`config.mk`:
```
export PLATFORM = sky130hd
export DESIGN_NAME = jtcop_obj_dma_flat
export DESIGN_NICKNAME = d
export VERILOG_FILES = /design/src/rtl/jtcop_obj_dma_pkg.sv /design/src/rtl/jtcop_obj_dma_if.sv /design/src/rtl/jtcop_obj_dma.sv /design/src/flat_wrapper.sv
export SDC_FILE = /design/constraint.sdc
export NUM_CORES = 1
export LEC_CHECK = 0
export BUFFER_PORTS_ARGS = -buffer_cell sky130_fd_sc_hd__buf_4
export CAP_MARGIN = 15
export CORE_MARGIN = 2
export CORE_UTILIZATION = 35
export CTS_CLUSTER_SIZE = 14
export DETAILED_ROUTE_END_ITERATION = 6
export PLACE_DENSITY = 0.69
export SLEW_MARGIN = 40
export SYNTH_ARGS = -nofsm -noshare
export SYNTH_HDL_FRONTEND = slang
export SYNTH_SLANG_ARGS = --single-unit
```
`constraint.sdc`:
```
create_clock -name clk -period 2.2 [get_ports clk]
set_input_delay 0.11 -clock clk [delete_from_list [all_inputs] [get_ports clk]]
set_output_delay 0.11 -clock clk [all_outputs]
set_load 0.05 [all_outputs]
```
`src/rtl/jtcop_obj_dma_pkg.sv`:
```
// Shared definitions for the object-RAM DMA sequencer: address width,
// sequencer states and the registered buffer-write payload.
package jtcop_obj_dma_pkg;

    localparam int unsigned OBJ_AW = 10;
    localparam int unsigned OBJ_DW = 16;

    typedef enum logic [1:0] {
        ST_IDLE  = 2'd0,
        ST_COPY  = 2'd1,
        ST_FLUSH = 2'd2
    } dma_state_t;

    // One buffer write: valid flag plus the address of the word read a cycle earlier
    typedef struct packed {
        logic              we;
        logic [OBJ_AW-1:0] addr;
    } buf_wr_t;

    // CPU byte enables, active only while the CPU selects object RAM
    function automatic logic [1:0] cpu_byte_we(input logic cs, input logic udswn, input logic ldswn);
        return cs ? ~{udswn, ldswn} : 2'b00;
    endfunction

endpackage

```
`src/rtl/jtcop_obj_dma_if.sv`:
```
// CPU bus, object RAM port and line-buffer source write port seen by the DMA.
interface jtcop_obj_dma_if;
    import jtcop_obj_dma_pkg::*;

    logic                obj_copy;
    logic                obj_cs;
    logic [OBJ_AW-1:0]   cpu_addr;
    logic [OBJ_DW-1:0]   cpu_dout;
    logic                UDSWn;
    logic                LDSWn;

    logic [OBJ_AW-1:0]   ram_addr;
    logic [1:0]          ram_we;
    logic [OBJ_DW-1:0]   ram_din;
    logic [OBJ_DW-1:0]   ram_dout;

    logic [OBJ_AW-1:0]   buf_addr;
    logic [OBJ_DW-1:0]   buf_din;
    logic                buf_we;

    modport master (
        input  obj_copy, obj_cs, cpu_addr, cpu_dout, UDSWn, LDSWn, ram_dout,
        output ram_addr, ram_we, ram_din, buf_addr, buf_din, buf_we
    );

    modport slave (
        output obj_copy, obj_cs, cpu_addr, cpu_dout, UDSWn, LDSWn, ram_dout,
        input  ram_addr, ram_we, ram_din, buf_addr, buf_din, buf_we
    );

endinterface

```
`src/rtl/jtcop_obj_dma.sv`:
```
// Object RAM to line-buffer source copy during vertical blank, sharing the
// object RAM port with the main CPU (CPU always wins the port).
module jtcop_obj_dma
    import jtcop_obj_dma_pkg::*;
(
    input  logic            rst,
    input  logic            clk,
    input  logic            LVBL,
    jtcop_obj_dma_if.master bus,
    output logic            dma_busy
);

    localparam int unsigned AW = OBJ_AW;

    dma_state_t     st;
    logic [AW-1:0]  rd_cnt;
    buf_wr_t        wr;
    logic           copy_l;
    logic           pend;

    logic           copy_edge;
    logic           dma_rd;
    logic           rd_last;
    logic           start;
    logic           pend_nx;
    logic           busy_nx;

    assign copy_edge = bus.obj_copy & ~copy_l;
    assign dma_rd    = (st == ST_COPY) & ~bus.obj_cs;
    assign rd_last   = &rd_cnt;
    assign start     = (st == ST_IDLE) & pend & ~LVBL;
    // An edge landing on the start cycle re-arms the request for a second copy
    assign pend_nx   = (pend & ~start) | copy_edge;
    // Next state is COPY or FLUSH exactly when starting or currently copying
    assign busy_nx   = pend_nx | start | (st == ST_COPY);

    always_ff @(posedge clk or posedge rst) begin
        if (rst) begin
            st       <= ST_IDLE;
            rd_cnt   <= '0;
            wr       <= '0;
            copy_l   <= 1'b0;
            pend     <= 1'b0;
            dma_busy <= 1'b0;
        end else begin
            copy_l   <= bus.obj_copy;
            pend     <= pend_nx;
            dma_busy <= busy_nx;
            wr.we    <= dma_rd;
            if (dma_rd) wr.addr <= rd_cnt;
            case (st)
                ST_IDLE: begin
                    if (start) begin
                        rd_cnt <= '0;
                        st     <= ST_COPY;
                    end
                end
                ST_COPY: begin
                    // Counter parks on the last address instead of wrapping
                    if (dma_rd) begin
                        if (rd_last) st <= ST_FLUSH;
                        else         rd_cnt <= rd_cnt + AW'(1);
                    end
                end
                ST_FLUSH: st <= ST_IDLE;
                default:  st <= ST_IDLE;
            endcase
        end
    end

    // RAM port is combinational so CPU accesses see no added latency
    assign bus.ram_addr = dma_rd ? rd_cnt : bus.cpu_addr;
    assign bus.ram_we   = cpu_byte_we(bus.obj_cs, bus.UDSWn, bus.LDSWn);
    assign bus.ram_din  = bus.cpu_dout;

    // RAM output is already registered; it lines up with the delayed write flag
    assign bus.buf_addr = wr.addr;
    assign bus.buf_we   = wr.we;
    assign bus.buf_din  = bus.ram_dout;

endmodule

```
`src/flat_wrapper.sv`:
```
// flat-port wrapper written by rule: the top's interface ports become plain ports
module jtcop_obj_dma_flat import jtcop_obj_dma_pkg::*;
  (rst, clk, LVBL, dma_busy, bus_obj_copy, bus_obj_cs, bus_cpu_addr, bus_cpu_dout, bus_UDSWn, bus_LDSWn, bus_ram_dout, bus_ram_addr, bus_ram_we, bus_ram_din, bus_buf_addr, bus_buf_din, bus_buf_we);
  jtcop_obj_dma_if bus_i ();
  input  logic rst;
  input  logic clk;
  input  logic LVBL;
  output logic dma_busy;
  input wire logic [$bits(bus_i.obj_copy)-1:0] bus_obj_copy;
  input wire logic [$bits(bus_i.obj_cs)-1:0] bus_obj_cs;
  input wire logic [$bits(bus_i.cpu_addr)-1:0] bus_cpu_addr;
  input wire logic [$bits(bus_i.cpu_dout)-1:0] bus_cpu_dout;
  input wire logic [$bits(bus_i.UDSWn)-1:0] bus_UDSWn;
  input wire logic [$bits(bus_i.LDSWn)-1:0] bus_LDSWn;
  input wire logic [$bits(bus_i.ram_dout)-1:0] bus_ram_dout;
  output wire logic [$bits(bus_i.ram_addr)-1:0] bus_ram_addr;
  output wire logic [$bits(bus_i.ram_we)-1:0] bus_ram_we;
  output wire logic [$bits(bus_i.ram_din)-1:0] bus_ram_din;
  output wire logic [$bits(bus_i.buf_addr)-1:0] bus_buf_addr;
  output wire logic [$bits(bus_i.buf_din)-1:0] bus_buf_din;
  output wire logic [$bits(bus_i.buf_we)-1:0] bus_buf_we;
  assign bus_i.obj_copy = bus_obj_copy;
  assign bus_i.obj_cs = bus_obj_cs;
  assign bus_i.cpu_addr = bus_cpu_addr;
  assign bus_i.cpu_dout = bus_cpu_dout;
  assign bus_i.UDSWn = bus_UDSWn;
  assign bus_i.LDSWn = bus_LDSWn;
  assign bus_i.ram_dout = bus_ram_dout;
  assign bus_ram_addr = bus_i.ram_addr;
  assign bus_ram_we = bus_i.ram_we;
  assign bus_ram_din = bus_i.ram_din;
  assign bus_buf_addr = bus_i.buf_addr;
  assign bus_buf_din = bus_i.buf_din;
  assign bus_buf_we = bus_i.buf_we;
  jtcop_obj_dma u_core (.rst(rst), .clk(clk), .LVBL(LVBL), .bus(bus_i), .dma_busy(dma_busy));
endmodule
```
==> impl_metrics.yaml, run 1 <==
sta:
  relSlewSlack_pct: 71.0
  worst_pin_slew_ps: 435
  period_needed_ps: 1850
  drv_slew: 0
  clock_skew_ps: 1.86
  setup-tns-final_ps: 0
  finalSetupViolations: 0
  period_share_pct: 84.1
  fmax_mhz: 541
  rsz0062_at_grt: "no"
  hold_violations: 0
cts:
  cts_tree: "done"
  ctsLongestPathBuffers: 2
  cts.root.buffer_cell: "clkbuf_8"
  h-tree-depth: 1
  clkSinkCount: 26
  cts.reportedPaths.clkPinSlew_ps: 90
  insertion_delay_ps: 270
  cts_buffers: 3
placement:
  routabilityCongestion: 0.818
  place_area_mm2: 0.00166
  dpl.cell_count: 237
  io_buffers: 40
  place_hpwl_mm: 2.30
final_layout:
  syn2layout_area_growth_pct: 13.1
  design_area_mm2: 0.00173
  final_cells: 243
  num-nets-final: 242
  multi_input_area_um2: 602
  layout_common_cells: "55 x nand2_1, 44 x buf_4, 26 x dfrtp_1"
  regArea_um2: 651
  layout.cells.most_common: "nand2_1"
  fillers: 449
  antenna_cells: 0
  utilization_pct: 40.4
  drive_gt1_share_pct: 27.7
min_path:
  min_path_type: "in -> reg"
die:
  dieArea_mm2: 0.00493
  die_h_um: 70.2
  core_mm2: 0.00429
  num_rows: 24
  initial_core_util_pct: 35.7
  io_pins: 105
  die_x_um: 70.2
detailed_routing:
  drtIter0Drc: 58
  drc: 0
  drtAntennaViolNets: 0
  drt_first_pass_iters: 4
  num_vias: 1198
  wl_mm: 3.14
  vias_per_cell: 4.93
  wl_per_cell_um: 12.9
power:
  peakVddDrop_mv: 0.550
  power.density_mw_per_mm2: 948
  power_uw: 1640
  leakage_uw: 0.000894
synthesis:
  synth.distinct_cells: 37
  syn_avg_cell_area_um2: 8.57
  ys_ff_latch: 26
  syn_nets: 229
  postSynthCellCount: 179
  yosys_warnings: 0
  seq_area_frac_synth_pct: 42.4
  syn-cell-area_mm2: 0.00153
setup_path:
  critPathCaptureType: "register"
  cp-start-kind: "register"
  required_ps: 2400
  crit_type: "reg -> reg"
  cp_max_fo: 14
  reg2reg_slack_ps: 350
  arrival_ps: 2050
flow_run:
  cap_violations: 0
global_routing:
  grt_overflow: 0
  grt_max_degree: 27
  grt_usage_pct: 12.6
  antenna_found_initial: 0
  grt_pass1_wl_mm: 5.10
  grt_pass1_vias: 1107
outcome:
  status: "completed"
[metal layers]
layer	part of all wire [%]	up-vias	wire (um)	GRT usage (%)
met2	48	38	1520	21.3
met5	0	-	0	0
li1	-	598	-	-
met4	0.25	0	8	2.14
met1	43	558	1360	16.0
met3	7.9	4	248	4.04
[power by group]
part	total, uW	switching [uW]	internal [uW]	leakage (uW)
logic	703	476	227	0.000521
clock network	303	143	160	0.0000288
registers	637	81.5	556	0.000344
total	1640	701	942	0.000894
[cells in the mapped netlist (all sizes together)]
cell / instances / share of area [%]
a21o: 1 / 0.49
a21oi: 4 / 1.3
a31oi: 1 / 0.41
and2b: 1 / 0.65
and3: 1 / 0.41
and4: 2 / 1.1
buf: 33 / 16
clkbuf: 5 / 1.2
dfrtp: 26 / 42
ha: 1 / 0.82
inv: 3 / 0.73
nand2: 55 / 13
nand2b: 1 / 0.90
nand3: 7 / 2.3
nand3b: 1 / 0.49
nand4: 1 / 0.41
nand4bb: 1 / 0.73
nor2: 3 / 0.90
nor2b: 3 / 1.2
nor3: 2 / 0.65
nor4: 1 / 0.41
nor4b: 1 / 1.5
o21a: 1 / 0.49
o21ai: 8 / 2.6
o22ai: 1 / 0.41
o311ai: 2 / 1.1
o31ai: 4 / 2.0
o41ai: 1 / 0.57
or2: 1 / 0.41
or2b: 1 / 0.49
or3: 2 / 0.82
or4: 3 / 1.5
or4b: 1 / 0.65
[registers in the layout, indices dropped and copies added (netlist names)]
signal	cells
u_core.pend	1
u_core.rd_cnt	10
u_core.bus.buf_addr	10
u_core.dma_busy	1
u_core.st	2
u_core.bus.buf_we	1
u_core.copy_l	1
[path summary, 6_finish.rpt]
check	from	to	depth (start not counted)
worst max-delay path	u_core.st[1]	u_core.rd_cnt[4]	6
max in group asynchronous	rst	u_core.bus.buf_addr[2]	4
worst min register to register	u_core.bus.buf_addr[3]	u_core.bus.buf_addr[3]	2
min in group asynchronous	rst	u_core.bus.buf_addr[8]	4
worst max register to register	u_core.st[1]	u_core.rd_cnt[4]	6
worst min-delay path	bus_obj_cs	u_core.st[0]	3
[critical path: stages, from the launching register on]
cell	delay, ps
dfrtp_1	440
and2b_4	310
nand2b_4	60
inv_2	190
nor2_2	150
or4_1	480
a21oi_1	150
[cell type report]
class / instances / area share [%]
sequential: 26 / 37.5
timing repair buffer: 46 / 20.2
clock buffer: 4 / 3.17
inverter: 3 / 0.649
tap: 52 / 3.75
multi-input combinational: 112 / 34.7
[per-stage QoR]
stage	setup WS [ps]	hold slack, ps
after floorplan	526	141
after global placement	425	198
after detailed placement	362	195
after CTS	340	73.6
after global routing	249	76.3
final	350	73.7
[repair_timing]
item	in CTS	in global routing
hold buffers	2	0
gates resized for setup	0	0
setup buffers	0	0
setup endpoints to repair	0	0
hold endpoints to repair	27	0
[kinds of logic after synthesis]
family          count (synthesis)  share of synthesized area [%]
buf+inv                        41                           18.4
compound gates                 23                           9.38
fa+ha+maj                       1                          0.816
simple gates                   88                           29.0
flops                          26                           42.4
No activity file was read; power rests on OpenSTA's default activity.
==> inputs of run 2 (changes only) <==
Settings changed: PLACE_DENSITY 0.69 to 0.72.
Clock period 2.2 ns to 1.6 ns, I/O delays scaled along.
==> run 2 against run 1 <==
Against the previous run: the run now ends with negative setup slack left; critical endpoint unchanged; utilization rose by 10 points; sequential power rose by 35%; first-iteration DRC count fell by 21%; clock skew rose by 2.2 ps; critical path depth fell by 1; setup slack got worse by 390 ps; hold slack got worse by 33 ps; wire length rose by 19%; count of clock-buffer cells in the layout did not move; highest routed layer unchanged; non-clock buffer count rose by 22.
==> impl_metrics.yaml, run 2 (synthesis results as in run 1) <==
outcome:
  violations: "negative setup slack"
  status: "finished with violations"
final_layout:
  num-nets-final: 264
  layout_common_cells: "52 x buf_4, 36 x nand2_1, 25 x dfrtp_1"
  utilization_pct: 50.7
  syn2layout_area_growth_pct: 42.0
  multi_input_area_um2: 762
  layout.cells.most_common: "buf_4"
  fillers: 419
  drive_gt1_share_pct: 49.8
  antenna_cells: 0
  regArea_um2: 652
die:
  die_x_um: 70.2
  num_rows: 24
  die_h_um: 70.2
  dieArea_mm2: 0.00493
  io_pins: 105
  core_mm2: 0.00429
  initial_core_util_pct: 35.7
sta:
  worst_pin_slew_ps: 348
  rsz0062_at_grt: "yes"
  period_share_pct: 103
  fin_ws_ps: -41.7
  fmax_mhz: 609
  period_needed_ps: 1640
  finalSetupViolations: 10
  relSlewSlack_pct: 76.8
  hold_violations: 0
  drv_slew: 0
  clock_skew_ps: 4.08
cts:
  h-tree-depth: 1
  insertion_delay_ps: 280
  cts.root.buffer_cell: "clkbuf_8"
  cts_tree: "done"
  clkSinkCount: 26
  cts_buffers: 3
  ctsLongestPathBuffers: 2
  cts.reportedPaths.clkPinSlew_ps: 90
power:
  power_frac_seq_pct: 32.2
  peakVddDrop_mv: 0.525
  power.density_mw_per_mm2: 1230
  leakage_uw: 0.00114
  p_clk_share_pct: 16.4
  p_comb_share_pct: 51.4
  intPower_uw: 1550
  p_sw_uw: 1120
  switching_share_pct: 42.1
placement:
  routabilityCongestion: 0.835
  pre_cts_slack_ps: -78.3
  io_buffers: 40
  place_hpwl_mm: 2.54
global_routing:
  antenna_found_initial: 0
  grt_overflow: 0
  grt_usage_pct: 15.3
  grt_pass1_vias: 1332
  grt_pass1_wl_mm: 6.11
  grt_max_degree: 27
detailed_routing:
  drtAntennaViolNets: 0
  drtIter0Drc: 46
  num_vias: 1328
  drt_first_pass_iters: 4
  drc: 0
  wl_mm: 3.74
  vias_per_cell: 5.01
  wl_per_cell_um: 14.1
setup_path:
  critPathSlowestCell: "or4_1"
  critPathCaptureType: "register"
  cpPeakStageDelay_ps: 470
  cp-start-kind: "register"
  path_cells: "buf_4, nor4b_4, nor2_2, or4_1, a21oi_1"
  crit_buf_inv: 1
  path_delay_family: "simple AND/OR/NAND/NOR gates"
  cp_max_fo: 5
  arrival_ps: 1850
  crit_type: "reg -> reg"
  required_ps: 1810
min_path:
  min_path_type: "in -> reg"
flow_run:
  cap_violations: 0
## run 2: worst min-delay path, delay by kind of cell
kind                   cells  cell delay (ps)
buffers and inverters      1              110
AND/OR/NAND/NOR            2              110
## run 2: stage by stage
stage | hold WS (ps) | setup TNS, ps | std cells | power [uW] | cell area [um^2]
floorplan | 111 | -11.9 | 179 | 1800 | 1560
global placement | 160 | -23.9 | 254 | 1960 | 1810
detailed placement | 160 | -186 | 254 | 1970 | 1810
CTS | 55.7 | -276 | 260 | 2480 | 1970
global route | 68.9 | -1170 | 265 | 2830 | 2180
finish | 40.9 | -144 | 265 | 2670 | 2180
## run 2: final cells by class
class,instances,share of cell area [%]
multi-input combinational,112,35.0
sequential,26,29.9
timing repair buffer,68,28.8
tap,52,2.99
clock buffer,4,2.53
inverter,3,0.747
## run 2: what timing repair did
action,in CTS,in global routing
hold buffers,2,0
cloned,0,1
pin swaps,5,9
hold endpoints to repair,27,0
gates resized for setup,23,38
setup buffers,1,4
setup endpoints to repair,14,21
## run 2: worst paths after layout
| kind | slack, ps | cells after the start | start | to |
|---|---|---|---|---|
| max in group asynchronous | 910 | 4 | rst | u_core.st[0] |
| worst max-delay path | -40 | 5 | u_core.st[1] | u_core.rd_cnt[4] |
| worst min register to register | 480 | 2 | u_core.bus.buf_addr[6] | u_core.bus.buf_addr[6] |
| min in group asynchronous | 410 | 4 | rst | u_core.bus.buf_addr[7] |
| worst max register to register | -40 | 5 | u_core.st[1] | u_core.rd_cnt[4] |
| worst min-delay path | 40 | 3 | bus_obj_cs | u_core.st[0] |
## run 2: power by group through the flow
stage	registers (uW)	clock network, uW	logic [uW]
final	860	438	1370
after global routing	876	470	1480
after CTS	848	444	1190
after detailed placement	859	0	1110
after global placement	856	0	1110
after floorplan	1040	0	759
## run 2: per-layer routing
layer	wire length [um]	vias up	track usage (%)	share of wire [%]
met3	219	13	2.89	5.9
met4	80	0	5.56	2.1
met5	0	-	0	0
met2	1820	57	24.4	49
li1	-	638	-	-
met1	1620	620	20.6	43
==> inputs of run 3 (changes only) <==
Settings changed: CORE_ASPECT_RATIO set to 1.75, PLACE_DENSITY 0.72 to 0.69.
Clock period 1.6 ns to 2.1 ns, I/O delays scaled along.
==> run 3 against run 2 <==
Against the previous run: the flow now finishes without violations; critical path depth rose by 1; maximum frequency fell by 8.9%; flip-flop and latch count did not move; via count fell by 7.6%; critical path type unchanged; highest routed layer unchanged.
==> impl_metrics.yaml, run 3 (synthesis results as in run 1) <==
setup_path:
  crit_buf_inv: 1
  required_ps: 2310
  critPathSlowestCell: "or4_1"
  crit_type: "reg -> reg"
  cp_max_fo: 12
  cpPeakStageDelay_ps: 490
  path_cells: "ha_1, nand4_1, nor3_1, buf_4, or4_1, a21oi_1"
  critPathCaptureType: "register"
  arrival_ps: 2010
  path_delay_family: "simple AND/OR/NAND/NOR gates"
  cp-start-kind: "register"
  regToRegStartpoint: "u_core.rd_cnt[0]"
  crit_start: "u_core.rd_cnt[0]"
cts:
  cts_buffers: 3
  cts.root.buffer_cell: "clkbuf_8"
  ctsLongestPathBuffers: 2
  h-tree-depth: 1
  clkSinkCount: 26
  cts.reportedPaths.clkPinSlew_ps: 90
  cts_tree: "done"
  insertion_delay_ps: 270
  cts_resized: 0
die:
  die_x_um: 54.0
  num_rows: 31
  core_mm2: 0.00419
  initial_core_util_pct: 36.6
  dieArea_mm2: 0.00495
  io_pins: 105
  die_h_um: 91.6
detailed_routing:
  drt_first_pass_iters: 4
  vias_per_cell: 5.09
  drtAntennaViolNets: 0
  drtIter0Drc: 33
  num_vias: 1227
  wl_mm: 3.15
  wl_per_cell_um: 13.1
  drc: 0
placement:
  io_buffers: 40
  dpl.cell_count: 235
  routabilityCongestion: 0.914
  place_hpwl_mm: 2.34
  pre_cts_slack_ps: 322
global_routing:
  grt_pass1_vias: 1186
  grt_pass1_wl_mm: 5.13
  grt_usage_pct: 13.7
  grt_overflow: 0
  antenna_found_initial: 0
  grt_max_degree: 27
final_layout:
  final_cells: 241
  syn2layout_area_growth_pct: 13.3
  num-nets-final: 243
  drive_gt1_share_pct: 28.1
  antenna_cells: 0
  layout_common_cells: "55 x nand2_1, 45 x buf_4, 26 x dfrtp_1"
  layout.cells.most_common: "nand2_1"
flow_run:
  cap_violations: 0
sta:
  setup-tns-final_ps: 0
  clock_skew_ps: 3.77
  fmax_mhz: 555
  drv_slew: 0
  relSlewSlack_pct: 69.9
  worst_pin_slew_ps: 450
  hold_violations: 0
  finalSetupViolations: 0
  period_needed_ps: 1800
  rsz0062_at_grt: "no"
  period_share_pct: 85.8
  fin_ws_ps: 298
power:
  power_uw: 1730
  peakVddDrop_mv: 0.485
  power.density_mw_per_mm2: 997
  leakage_uw: 0.000899
outcome:
  status: "completed"
min_path:
  hp-start: "bus_obj_cs"
  min_path_type: "in -> reg"
## run 3: cell type report
| class | instances | area (um^2) |
|---|---|---|
| Multi-Input combinational cell | 112 | 602 |
| Tap cell | 49 | 61.3 |
| Inverter | 3 | 11.3 |
| Clock buffer | 4 | 55.1 |
| Sequential cell | 26 | 651 |
| Timing Repair Buffer | 47 | 358 |
| Fill cell | 431 | 2450 |
## run 3: final timing paths
path | to | slack, ps | cells after the start
worst max-delay path | u_core.rd_cnt[4] | 300 | 6
worst min-delay path | u_core.st[0] | 70 | 3
worst max register to register | u_core.rd_cnt[4] | 300 | 6
worst min register to register | u_core.bus.buf_addr[2] | 480 | 2
max in group asynchronous | u_core.bus.buf_addr[2] | 1410 | 4
min in group asynchronous | u_core.bus.buf_addr[5] | 430 | 4
## run 3: metal layers
layer  vias to the layer above  GRT usage, %  wire length, um
li1                        597             -                -
met1                       573          13.4             1150
met2                        47          24.3             1670
met3                        10          2.47              252
met4                         0          9.38               80
met5                         -             0                0
## run 3: through the flow
step,hold slack (ps),util (%),cell area [um^2]
floorplan,136,-,1530
global placement,189,39.7,1660
detailed placement,194,39.7,1660
CTS,72.2,41.5,1740
global route,76.6,41.5,1740
finish,71.5,41.5,1740
## run 3: worst reg2reg max path: stages (launching register included)
cell     delay (ps)
dfrtp_1         440
ha_1            280
nand4_1         140
nor3_1           70
buf_4           170
or4_1           500
a21oi_1         150
## run 3: repair_timing
| item | CTS | global route |
|---|---|---|
| buffers inserted | 0 | 0 |
| endpoints found under the setup margin | 0 | 0 |
| endpoints found under the hold margin | 27 | 0 |
| hold buffers | 2 | 0 |
## run 3: power by group
| part | leakage [uW] | switching (uW) | internal, uW |
|---|---|---|---|
| Combinational | 0.000526 | 498 | 242 |
| Sequential | 0.000344 | 88.7 | 582 |
| Clock | 0.0000288 | 154 | 168 |
| Total | 0.000899 | 741 | 992 |
